## src/rtl/switch_ctrl_if.sv

```systemverilog
// Switch/lamp bundle between the board switch pins and the lamp controller.
// The master side is the controller; the slave side drives the raw switches.
interface switch_ctrl_if #(
    parameter int unsigned CNT_W = 8
);
    logic             a_raw;
    logic             b_raw;
    logic             f;
    logic             k;
    logic             toggle_pulse;
    logic [CNT_W-1:0] toggle_cnt;
    logic             timeout;
    logic             busy;

    modport master (
        input  a_raw, b_raw,
        output f, k, toggle_pulse, toggle_cnt, timeout, busy
    );

    modport slave (
        output a_raw, b_raw,
        input  f, k, toggle_pulse, toggle_cnt, timeout, busy
    );
endinterface

```

## src/rtl/switch_ctrl.sv

```systemverilog
// Two-way lamp switch controller: sync + debounce two switches, toggle lamp per event.
// Optional idle auto-off is built when SWITCH_CTRL_AUTOOFF_EN is defined.
module switch_ctrl #(
    parameter int unsigned DB_CYCLES  = 4,
    parameter int unsigned OFF_CYCLES = 16,
    parameter int unsigned CNT_W      = 8
) (
    input  logic             clk,
    input  logic             rst_n,
    switch_ctrl_if.master    sw
);
    localparam int unsigned DB_W = $clog2(DB_CYCLES + 1);

    typedef enum logic {
        ST_OFF = 1'b0,
        ST_ON  = 1'b1
    } state_t;

    if (DB_CYCLES < 1 || OFF_CYCLES < 1) begin : g_bad_param
        $error("switch_ctrl: DB_CYCLES and OFF_CYCLES must be >= 1");
    end

    // Index 0 is switch A, index 1 is switch B.
    logic [1:0]            raw_c;
    logic [1:0]            s1;
    logic [1:0]            s2;
    logic [1:0]            db;
    logic [1:0]            db_next;
    logic [1:0][DB_W-1:0]  db_cnt;
    logic [1:0][DB_W-1:0]  db_cnt_next;
    logic [1:0]            ev_c;
    logic                  ev_q;
    logic [1:0]            n_q;

    state_t                state;
    state_t                state_next;
    logic                  toggle_pulse_q;
    logic [CNT_W-1:0]      toggle_cnt_q;
    logic                  fire_c;

    assign raw_c = {sw.b_raw, sw.a_raw};

    // Two-flop synchronizer per switch.
    always_ff @(posedge clk or negedge rst_n) begin
        if (!rst_n) begin
            s1 <= '0;
            s2 <= '0;
        end else begin
            s1 <= raw_c;
            s2 <= s1;
        end
    end

    // Debounce: accept a change only after DB_CYCLES consecutive differing samples.
    always_comb begin
        db_next     = db;
        db_cnt_next = '0;
        for (int i = 0; i < 2; i++) begin
            if (s2[i] != db[i]) begin
                if (db_cnt[i] == DB_W'(DB_CYCLES - 1)) begin
                    db_next[i] = s2[i];
                end else begin
                    db_cnt_next[i] = db_cnt[i] + DB_W'(1);
                end
            end
        end
    end

    assign ev_c = db_next ^ db;

    always_ff @(posedge clk or negedge rst_n) begin
        if (!rst_n) begin
            db     <= '0;
            db_cnt <= '0;
            ev_q   <= 1'b0;
            n_q    <= '0;
        end else begin
            db     <= db_next;
            db_cnt <= db_cnt_next;
            ev_q   <= |ev_c;
            n_q    <= 2'(ev_c[0]) + 2'(ev_c[1]);
        end
    end

`ifdef SWITCH_CTRL_AUTOOFF_EN
    localparam int unsigned OFF_W = $clog2(OFF_CYCLES + 1);

    logic [OFF_W-1:0] idle_cnt;
    logic [OFF_W-1:0] idle_cnt_next;
    logic             timeout_q;

    // Lamp FSM; a switch event takes priority over the idle timeout.
    always_comb begin
        state_next    = state;
        fire_c        = 1'b0;
        idle_cnt_next = '0;
        if (ev_q) begin
            if (n_q == 2'd1) begin
                state_next = (state == ST_ON) ? ST_OFF : ST_ON;
            end
        end else if (state == ST_ON) begin
            if (idle_cnt == OFF_W'(OFF_CYCLES - 1)) begin
                state_next = ST_OFF;
                fire_c     = 1'b1;
            end else begin
                idle_cnt_next = idle_cnt + OFF_W'(1);
            end
        end
    end

    always_ff @(posedge clk or negedge rst_n) begin
        if (!rst_n) begin
            idle_cnt  <= '0;
            timeout_q <= 1'b0;
        end else begin
            idle_cnt  <= idle_cnt_next;
            timeout_q <= fire_c;
        end
    end

    assign sw.timeout = timeout_q;
`else
    // Lamp FSM without timer: lamp tracks the XOR of the debounced switches.
    always_comb begin
        state_next = state;
        fire_c     = 1'b0;
        if (ev_q && (n_q == 2'd1)) begin
            state_next = (state == ST_ON) ? ST_OFF : ST_ON;
        end
    end

    assign sw.timeout = fire_c;
`endif

    always_ff @(posedge clk or negedge rst_n) begin
        if (!rst_n) begin
            state          <= ST_OFF;
            toggle_pulse_q <= 1'b0;
            toggle_cnt_q   <= '0;
        end else begin
            state          <= state_next;
            toggle_pulse_q <= ev_q;
            toggle_cnt_q   <= toggle_cnt_q + CNT_W'(n_q);
        end
    end

    assign sw.f            = (state == ST_ON);
    assign sw.k            = |db;
    assign sw.busy         = |db_cnt;
    assign sw.toggle_pulse = toggle_pulse_q;
    assign sw.toggle_cnt   = toggle_cnt_q;

endmodule

```

## src/flat_wrapper.sv

```systemverilog
// flat-port wrapper written by rule: the top's interface ports become plain ports
module switch_ctrl_flat 
#(
    parameter int unsigned DB_CYCLES  = 4,
    parameter int unsigned OFF_CYCLES = 16,
    parameter int unsigned CNT_W      = 8
)
  (clk, rst_n, sw_a_raw, sw_b_raw, sw_f, sw_k, sw_toggle_pulse, sw_toggle_cnt, sw_timeout, sw_busy);
  switch_ctrl_if #(.CNT_W(CNT_W)) sw_i ();
  input  logic clk;
  input  logic rst_n;
  input wire logic [$bits(sw_i.a_raw)-1:0] sw_a_raw;
  input wire logic [$bits(sw_i.b_raw)-1:0] sw_b_raw;
  output wire logic [$bits(sw_i.f)-1:0] sw_f;
  output wire logic [$bits(sw_i.k)-1:0] sw_k;
  output wire logic [$bits(sw_i.toggle_pulse)-1:0] sw_toggle_pulse;
  output wire logic [$bits(sw_i.toggle_cnt)-1:0] sw_toggle_cnt;
  output wire logic [$bits(sw_i.timeout)-1:0] sw_timeout;
  output wire logic [$bits(sw_i.busy)-1:0] sw_busy;
  assign sw_i.a_raw = sw_a_raw;
  assign sw_i.b_raw = sw_b_raw;
  assign sw_f = sw_i.f;
  assign sw_k = sw_i.k;
  assign sw_toggle_pulse = sw_i.toggle_pulse;
  assign sw_toggle_cnt = sw_i.toggle_cnt;
  assign sw_timeout = sw_i.timeout;
  assign sw_busy = sw_i.busy;
  switch_ctrl #(.DB_CYCLES(DB_CYCLES), .OFF_CYCLES(OFF_CYCLES), .CNT_W(CNT_W)) u_core (.clk(clk), .rst_n(rst_n), .sw(sw_i));
endmodule
```

## config.mk

```make
export PLATFORM = sky130hd
export DESIGN_NAME = switch_ctrl_flat
export DESIGN_NICKNAME = d
export VERILOG_FILES = /design/src/rtl/switch_ctrl_if.sv /design/src/rtl/switch_ctrl.sv /design/src/flat_wrapper.sv
export SDC_FILE = /design/constraint.sdc
export NUM_CORES = 1
export LEC_CHECK = 0
export CAP_MARGIN = 20
export CORE_MARGIN = 2
export CORE_UTILIZATION = 39
export CTS_CLUSTER_DIAMETER = 120
export DETAILED_ROUTE_END_ITERATION = 10
export PLACE_DENSITY = 0.67
export SLEW_MARGIN = 20
export SYNTH_ARGS = -nofsm -noshare
export SYNTH_HDL_FRONTEND = slang
export SYNTH_SLANG_ARGS = --single-unit
```

## constraint.sdc

```tcl
create_clock -name clk -period 1.9 [get_ports clk]
set_input_delay 0.285 -clock clk [delete_from_list [all_inputs] [get_ports clk]]
set_output_delay 0.285 -clock clk [all_outputs]
set_load 0.1 [all_outputs]
```

**Yosys cells after proc, flatten, opt, wreduce, memory -nomap -nowiden**

Cells that the tools add are included.

- Latch bits: 0
- Memory bits (writable): 0
- Flip-flop bits (word level): 25
- Memories: 0
- Memory bits (read-only): 0
- Output and inout bits: 13
- Logic and storage cells: 33

- Multipliers: 0
- Shifts and indexed selects: 0
- Add/sub/neg operators: 4
- Reduce and logical (&&, ||, !) cells: 4
- Order comparisons: 0
- Mux-type cells: 9
- Bitwise logic cells: 1
- Equality and inequality tests: 5
- Div/mod/pow operators: 0

Operators with widths:

| cell | number |
|---|---|
| 2-to-1 mux 3 bit | 4 |
| adder 8 x 2 -> 8 bit | 1 |
| adder 3 x 1 -> 3 bit, second input constant | 2 |
| == test 3 x 2 -> 1 bit, second input constant | 2 |
| OR reduction 6 bit | 1 |
| 2-to-1 mux 1 bit | 5 |
| OR reduction 2 bit | 2 |
| adder 1 x 1 -> 2 bit | 1 |
| == test 2 x 1 -> 1 bit, second input constant | 1 |
| != test 1 bit | 2 |
| XOR 2 bit | 1 |
| logical AND 1 bit | 1 |

**Depth between registers and ports, before layout**

Gate-level depths: netlist of run 1.

- Depth after elaboration: 5
- Gate-level depth with buffers: 5
- Mapped depth without buffers: 5

**Worst setup path before layout of run 1**

No wires, ideal clock.

- Kind: register to register
- Start: register u_core.toggle_cnt_q[0], in the netlist u_core.sw.toggle_cnt[0]
- End: register u_core.toggle_cnt_q[2], in the netlist u_core.sw.toggle_cnt[2]
- Data arrival time: 1.698 ns
- Setup slack: 0.028 ns
- Cell stages (with the launch flop): 4
- Cell sequence: dfrtp_1 -> ha_1 -> fa_1 -> xor2_1

- Cells in the longest elaborated chain, start to end: 1

Ends and longest elaborated chain:

| element | line | text |
|---|---|---|
| start: declaration | switch_ctrl.sv:38 | `logic [CNT_W-1:0] toggle_cnt_q;` |
| start signal: assignment | switch_ctrl.sv:143 | `toggle_cnt_q <= toggle_cnt_q + CNT_W'(n_q);` |
| adder 8 x 2 -> 8 bit | switch_ctrl.sv:143 |  |

No other way between the ends.
A chain may end at the register's enable or synchronous reset.

**Worst setup path after layout of run 1**

- Start: register u_core.db_cnt[0] in the netlist's numbering
- End: output sw_busy

- Cells in the longest elaborated chain, start to end: 1

Ends and longest elaborated chain:

| element | line | text |
|---|---|---|
| start: declaration | switch_ctrl.sv:29 | `logic [1:0][DB_W-1:0] db_cnt;` |
| start signal: assignment | switch_ctrl.sv:79 | `db_cnt <= db_cnt_next;` |
| OR reduction 6 bit | switch_ctrl.sv:149 | `assign sw.busy = \|db_cnt;` |
| end: declaration | flat_wrapper.sv:19 | `output wire logic [$bits(sw_i.busy)-1:0] sw_busy;` |

No other way between the ends.

==> results of run 1 <==
[critical path, delay by kind of cell (launching register included)]
kind / cells / cell delay, ns
simple gates: 2 / 0.48
fa+ha+maj: 1 / 0.12
buf+inv: 2 / 0.25
flops: 1 / 0.41
[cell usage after synthesis (2+ instances only)]
cell,n,area share
sky130_fd_sc_hd__inv_2,2,0.0073
sky130_fd_sc_hd__xor2_1,2,0.017
sky130_fd_sc_hd__mux2_2,2,0.022
sky130_fd_sc_hd__dfrtp_1,25,0.61
sky130_fd_sc_hd__inv_1,3,0.011
sky130_fd_sc_hd__ha_1,7,0.085
sky130_fd_sc_hd__nor3_1,2,0.0097
sky130_fd_sc_hd__nand2_1,2,0.0073
sky130_fd_sc_hd__nand4_1,2,0.012
sky130_fd_sc_hd__xnor2_1,6,0.051
sky130_fd_sc_hd__nand3_1,2,0.0097
sky130_fd_sc_hd__nor3b_1,3,0.022
sky130_fd_sc_hd__nand2b_1,2,0.012
[worst paths after layout]
path | slack, ns | startpoint | depth (start not counted) | endpoint
max | 0.05 | u_core.db_cnt[0] | 5 | sw_busy
min | 0.31 | rst_n | 2 | u_core.sw.toggle_cnt[5]
max reg2reg | 0.39 | u_core.db_cnt[0] | 6 | u_core.n_q[0]
min reg2reg | 0.36 | u_core.s1[0] | 0 | u_core.s2[0]
max in group asynchronous | 1.35 | rst_n | 2 | u_core.s2[1]
min in group clk | 0.36 | u_core.s1[0] | 0 | u_core.s2[0]
[where the power goes]
group          internal, µW  leakage [µW]  switching [µW]
registers               651      0.000325             106
logic                   347      0.000309             746
clock network          78.5     0.0000177             150
[state kept, by name, indices dropped and copies added (netlist names)]
| name | cells |
|---|---|
| u_core.db | 2 |
| u_core.sw.toggle_cnt | 8 |
| u_core.db_cnt | 6 |
| u_core.s1 | 2 |
| u_core.s2 | 2 |
| u_core.ev_q | 1 |
| u_core.sw.f | 1 |
| u_core.n_q | 2 |
| u_core.sw.toggle_pulse | 1 |
[through the flow]
stage               hold slack, ns  area [µm²]  utilization  setup slack, ns  power [µW]
finish                       0.313        1270        0.512           0.0478        2080
global route                 0.335        1270        0.512          -0.0290        2200
CTS                          0.320        1250        0.504           0.0283        2080
detailed placement           0.335        1210        0.488            0.335        1820
global placement             0.332        1210        0.488            0.349        1790
floorplan                  -0.0106        1030            -           0.0285        1540
[repair_timing]
item / CTS / global route
setup endpoints to repair: 1 / 1
setup buffers: 1 / 1
resized for setup: 1 / 4
[routing by layer]
metal  vias to the layer above  GRT usage
met5                         -          0
met4                         0     0.0523
met3                         2     0.0141
met2                         5      0.179
met1                       299      0.128
li1                        278          -
[cell usage in the layout, fill, tap and decap left out, drive strengths merged]
master,n
a21o,1
and3,1
buf,15
clkbuf,3
clkdlybuf4s50,3
clkinv,1
conb,1
dfrtp,25
fa,1
ha,7
inv,5
mux2,2
nand2,2
nand2b,3
nand3,2
nand4,2
nor2,1
nor2b,2
nor3,2
nor3b,4
or2,1
or4,1
xnor2,7
xor2,2
[area by class of cell]
cell class | instances | area [µm²]
fill | 230 | 1210
sequential | 25 | 626
multi-input combinational | 42 | 392
timing repair buffer | 18 | 168
tap | 30 | 37.5
clock buffer | 3 | 22.5
inverter | 5 | 18.8
clock inverter | 1 | 5.00
[cells by family (layout without fill, tap and decap cells)]
| family | count (synthesis) | count (layout) | share of synthesized area |
|---|---|---|---|
| AO/OA/AOI/OAI | 1 | 1 | 0.00731 |
| buffers and inverters | 6 | 27 | 0.0256 |
| flip-flops | 25 | 25 | 0.609 |
| XOR/XNOR | 9 | 9 | 0.0841 |
| AND/OR/NAND/NOR | 21 | 21 | 0.144 |
| multiplexers | 2 | 2 | 0.0219 |
| other | 1 | 1 | 0.00365 |
| adder cells (fa/ha/maj) | 8 | 8 | 0.105 |
==> results.rst, run 1 <==
.. list-table::
   :header-rows: 1

   * - Metric
     - Value
   * - RSZ-0062 raised after global routing
     - yes
   * - Worst Path Arrival
     - 1.57 ns
   * - Wire length of the first global-routing pass
     - 2.55 mm
   * - DRC violation count after routing
     - 0
   * - Worst stage delay on the critical path
     - 0.43 ns
   * - Hold-fix buffer count after cts
     - 0
   * - Routed length on met1
     - 657 µm
   * - Largest buffer count on any clock path
     - 2
   * - Buffer type at the clock tree root
     - sky130_fd_sc_hd__clkbuf_4
   * - Height of the die
     - 55.3 µm
   * - Share of layout cells above drive strength 1
     - 0.351
   * - Clock sink total
     - 25
   * - Post-DP HPWL
     - 1.09 mm
   * - Layout Skew
     - 0.00249 ns
   * - Effective utilization at floorplan
     - 0.415
   * - Top flip-flop cell by instance count after synthesis
     - sky130_fd_sc_hd__dfrtp_1
   * - Power Dens Cells
     - 1640 nW/µm²
   * - Highest clock frequency the design can meet
     - 540 MHz
   * - Part of the cycle the worst path needs
     - 0.975
   * - Top Ports
     - 17
   * - Die footprint
     - 3060 µm²
   * - Syn nets
     - 85
   * - Accumulated negative setup slack
     - 0 ns
   * - Met3 wire length
     - 27 µm
   * - Antenna violations before repair
     - 0
   * - Run status
     - finished clean
   * - Row count
     - 18
   * - Number of nets still failing antenna checks after routing
     - 0
   * - Routed met2 length
     - 764 µm
   * - 1st-iter DRT viols
     - 3
   * - Average via count per standard cell
     - 4.71
   * - Number of flops mapped to enable cells by yosys
     - 0
   * - DR WL/cell
     - 11.8 µm
   * - Post-synth ARST share
     - 1.00
   * - WL final
     - 1.47 mm
   * - TritonCTS clock tree
     - yes
   * - Core ar.
     - 2480 µm²
   * - Slowest library cell on the worst path
     - sky130_fd_sc_hd__or4_4
   * - Cell area after synthesis
     - 1030 µm²
   * - Pin count of the biggest net entering global routing
     - 26
   * - Critical path class
     - reg -> out
   * - Max-Cap Viols
     - 0
   * - Launching element type of the critical path
     - flop
   * - Final GP Congestion
     - 0.710
   * - Antenna diode instance count
     - 0
   * - Endpoints failing hold
     - 0
   * - Final Non-Filler Cells
     - 124
   * - Unique cell type count in the Yosys netlist
     - 26
   * - Synthesized instance count
     - 73
   * - Kind of end point of the critical path
     - output port
   * - Ys Warns
     - 0
   * - Static leakage power
     - 0.000652 µW
   * - Data required time at the worst endpoint
     - 1.62 ns
   * - Clock latency reported for the late side of the worst-skew pair
     - 0.31 ns
   * - Number of global-route vias before repair
     - 614
   * - P&R area growth vs syn
     - 23.5%
   * - PortBufs
     - 15
   * - Largest driver fanout on the critical path
     - 2
   * - First-pass detailed-route iteration total
     - 3
   * - Number of buffers created by CTS
     - 3
   * - Cell total after placement
     - 118
   * - Register bit total from synthesis
     - 25
   * - Die width
     - 55.3 µm
   * - Post-route minimum period
     - 1.85 ns
   * - Worst IR Drop VDD
     - 1.10 mV
   * - Clock transition at the registers of the reported paths
     - 0.13 ns
   * - GRT Util Overall
     - 0.104
   * - Min-delay worst type
     - in -> async
   * - Via count
     - 584
   * - Count of final max-slew check failures
     - 0
   * - Highest routed layer
     - met4
   * - Syn avg cell area
     - 14.1 µm²
   * - GR Overflow Total
     - 0
   * - Final Net Count
     - 107
   * - H-Tree Level Count
     - 1
   * - Seq/Total Area, Yosys
     - 0.609
   * - Count of endpoints failing setup in the final report
     - 0
   * - Cell breakdown of the critical path
     - inv_2, ha_4, nand2b_1, or4_4, buf_12
Power figures use the tool's default switching activity.
==> run 2, diff against run 1 <==
--- a/config.mk
+++ b/config.mk
@@ -11,7 +11,6 @@
 export CTS_CLUSTER_DIAMETER = 120
 export DETAILED_ROUTE_END_ITERATION = 10
 export PLACE_DENSITY = 0.67
-export SLEW_MARGIN = 20
 export SYNTH_ARGS = -nofsm -noshare
 export SYNTH_HDL_FRONTEND = slang
 export SYNTH_SLANG_ARGS = --single-unit
==> results of run 2 <==
No change in the layout: final DEF, timing and power equal those of run 1.
==> run 3, diff against run 2 <==
--- a/config.mk
+++ b/config.mk
@@ -6,11 +6,13 @@
 export NUM_CORES = 1
 export LEC_CHECK = 0
 export CAP_MARGIN = 20
+export CELL_PAD_IN_SITES_DETAIL_PLACEMENT = 1
+export CELL_PAD_IN_SITES_GLOBAL_PLACEMENT = 2
 export CORE_MARGIN = 2
-export CORE_UTILIZATION = 39
+export CORE_UTILIZATION = 38
 export CTS_CLUSTER_DIAMETER = 120
 export DETAILED_ROUTE_END_ITERATION = 10
-export PLACE_DENSITY = 0.67
+export PLACE_DENSITY = 0.87
 export SYNTH_ARGS = -nofsm -noshare
 export SYNTH_HDL_FRONTEND = slang
 export SYNTH_SLANG_ARGS = --single-unit
==> run 3 against run 2 <==
Compared with the run above:
- final cell count stayed put
- clock skew is 0.0055 ns higher
- wire length is 8.7% higher
- largest power group unchanged
- critical endpoint unchanged
- register-to-register slack hardly changed
- sequential power hardly changed
- combinational power hardly changed
- die area is 2.4% higher
- flip-flop and latch count stayed put
- non-clock buffer count stayed put
- highest routed layer unchanged
==> results.rst, run 3 (synthesized netlist as in run 1, its figures left out) <==
.. list-table::
   :header-rows: 1

   * - Metric
     - Value
   * - RSZ-0062 raised after global routing
     - yes
   * - Final Net Count
     - 107 (unchanged)
   * - Final Non-Filler Cells
     - 124 (unchanged)
   * - Layout Skew
     - 0.00803 ns (+0.00554 ns)
   * - Post-layout util
     - 0.498 (-0.0146)
   * - Max-Cap Viols
     - 0 (unchanged)
   * - Buffer type at the clock tree root
     - sky130_fd_sc_hd__clkbuf_4
   * - Max reg flops
     - 8 (unchanged)
   * - Antenna violations before repair
     - 0 (unchanged)
   * - Highest clock frequency the design can meet
     - 536 MHz (-0.70%)
   * - Static leakage power
     - 0.000649 µW (-0.45%)
   * - WL final
     - 1.60 mm (+8.7%)
   * - Clock transition at the registers of the reported paths
     - 0.13 ns (about the same)
   * - Most common cell after layout, fill and taps aside
     - sky130_fd_sc_hd__dfrtp_1
   * - Effective utilization at floorplan
     - 0.407 (-0.00740)
   * - Run status
     - finished clean
   * - Kind of end point of the critical path
     - output port
   * - Core ar.
     - 2520 µm² (+1.8%)
   * - DRC violation count after routing
     - 0 (unchanged)
   * - Hold-fix buffer count after cts
     - 0 (unchanged)
   * - Area of the multi-input gates
     - 379 µm² (-3.2%)
   * - Largest buffer count on any clock path
     - 2 (unchanged)
   * - Row count
     - 18 (unchanged)
   * - Share of total power consumed by net switching
     - 0.481 (-0.00122)
   * - Area occupied by registers
     - 626 µm² (unchanged)
   * - Average via count per standard cell
     - 4.78 (+1.5%)
   * - Critical path class
     - reg -> out
   * - Via count
     - 593 (+1.5%)
   * - Min-delay worst type
     - in -> async
   * - 1st-iter DRT viols
     - 9 (+6)
   * - GRT Util Overall
     - 0.113 (+0.00870)
   * - Commonest cells after routing, fill and taps aside
     - sky130_fd_sc_hd__dfrtp_1, sky130_fd_sc_hd__buf_4, sky130_fd_sc_hd__ha_1
   * - Die width
     - 56.0 µm (+1.2%)
   * - P&R area growth vs syn
     - 22.2%
   * - Filler cell count in the final layout
     - 272 (+18%)
   * - GR Overflow Total
     - 0 (unchanged)
   * - Top Ports
     - 17 (unchanged)
   * - Wire length of the first global-routing pass
     - 2.80 mm (+10%)
   * - Post-route minimum period
     - 1.87 ns (+0.0130 ns)
   * - Antenna diode instance count
     - 0 (unchanged)
   * - Post-route cell area
     - 1250 µm² (-1.1%)
   * - Count of final max-slew check failures
     - 0 (unchanged)
   * - Share of layout cells above drive strength 1
     - 0.309 (-0.0426)
   * - Area of placed instances
     - 1210 µm² (unchanged)
   * - First-pass detailed-route iteration total
     - 2 (-1)
   * - Number of global-route vias before repair
     - 608 (-0.98%)
   * - Launching element type of the critical path
     - flop
   * - Part of the cycle the worst path needs
     - 0.982 (+0.00683)
   * - H-Tree Level Count
     - 1 (unchanged)
   * - Clk network pwr share
     - 0.111 (about the same)
   * - Combinational share of power
     - 0.523 (-0.003)
   * - Post-DP HPWL
     - 1.21 mm (+11%)
   * - Die footprint
     - 3130 µm² (+2.4%)
   * - Data required time at the worst endpoint
     - 1.62 ns (about the same)
   * - Clock latency reported for the late side of the worst-skew pair
     - 0.31 ns (about the same)
   * - Worst IR Drop VDD
     - 0.827 mV (-25%)
   * - Switching power
     - 992 µW (-1.0%)
   * - Clock sink total
     - 25 (unchanged)
   * - Number of nets still failing antenna checks after routing
     - 0 (unchanged)
   * - Cell total after placement
     - 118 (unchanged)
   * - TritonCTS clock tree
     - yes
   * - PortBufs
     - 15 (unchanged)
   * - Final GP Congestion
     - 0.701 (-1.3%)
   * - Power share of the sequential group
     - 0.366 (+0.002)
   * - Height of the die
     - 56.0 µm (+1.2%)
   * - Power Dens Cells
     - 1640 nW/µm² (+0.29%)
   * - Largest driver fanout on the critical path
     - 2 (unchanged)
   * - Cell-internal power
     - 1070 µW (-0.56%)
   * - Pin count of the biggest net entering global routing
     - 26 (unchanged)
   * - Count of endpoints failing setup in the final report
     - 0 (unchanged)
   * - Number of buffers created by CTS
     - 3 (unchanged)
   * - DR WL/cell
     - 12.9 µm (+8.7%)
   * - Worst Path Arrival
     - 1.58 ns (about the same)
   * - Endpoints failing hold
     - 0 (unchanged)
-- run 3: changes by cell type in the layout (fill, tap and decap cells not counted), sizes merged --
| cell | previous run | this run |
|---|---|---|
| clkbuf | 3 | 4 |
| clkinv | 1 | 0 |
-- run 3: area by class of cell --
| class | instances | area share |
|---|---|---|
| Sequential cell | 25 | 0.499 |
| Multi-Input combinational cell | 42 | 0.302 |
| Timing Repair Buffer | 18 | 0.134 |
| Tap cell | 30 | 0.0299 |
| Clock buffer | 4 | 0.0209 |
| Inverter | 5 | 0.0150 |
-- run 3: critical path: stages (launching register included) --
cell and delay (ns):
sky130_fd_sc_hd__dfrtp_1 0.41, sky130_fd_sc_hd__inv_1 0.06, sky130_fd_sc_hd__ha_1 0.14, sky130_fd_sc_hd__nand2b_1 0.05, sky130_fd_sc_hd__or4_4 0.43, sky130_fd_sc_hd__buf_12 0.18
-- run 3: worst paths after layout --
| check | cells after the start | end | slack [ns] | startpoint |
|---|---|---|---|---|
| setup / recovery | 5 | sw_busy | 0.03 | u_core.db_cnt[0] |
| hold / removal | 2 | u_core.db_cnt[0] | 0.32 | rst_n |
| setup reg to reg | 6 | u_core.n_q[0] | 0.40 | u_core.db_cnt[0] |
| hold reg to reg | 0 | u_core.s2[0] | 0.37 | u_core.s1[0] |
| max in group asynchronous | 2 | u_core.sw.toggle_cnt[5] | 1.33 | rst_n |
| min in group clk | 0 | u_core.s2[0] | 0.37 | u_core.s1[0] |
-- run 3: routing by layer --
metal	up-vias	GRT usage	share of wire
met5	-	0	0
met3	2	0.0279	0.030
li1	279	-	-
met4	0	0.0408	0.0056
met1	305	0.150	0.45
met2	7	0.180	0.51
-- run 3: power by group through the flow --
stage	clock (µW)	sequential [µW]	combinational (µW)
after floorplan	0	1110	434
after global routing	261	776	1140
final	230	755	1080
after global placement	0	762	1030
after CTS	240	759	1070
after detailed placement	0	773	1040
-- run 3: repair_timing --
action                     4_1_cts  5_1_grt
setup endpoints to repair        1        1
gates resized for setup          1        0
buffers inserted                 1        1
-- run 3: through the flow --
step           power (µW)  setup WS [ns]  setup TNS, ns  hold WS (ns)
2_1_floorplan        1540         0.0285              0       -0.0106
3_3_place_gp         1790          0.348              0         0.333
3_5_place_dp         1820          0.325              0         0.338
4_1_cts              2070         0.0254              0         0.327
5_1_grt              2180        -0.0458        -0.0458         0.324
6_report             2060         0.0348              0         0.324
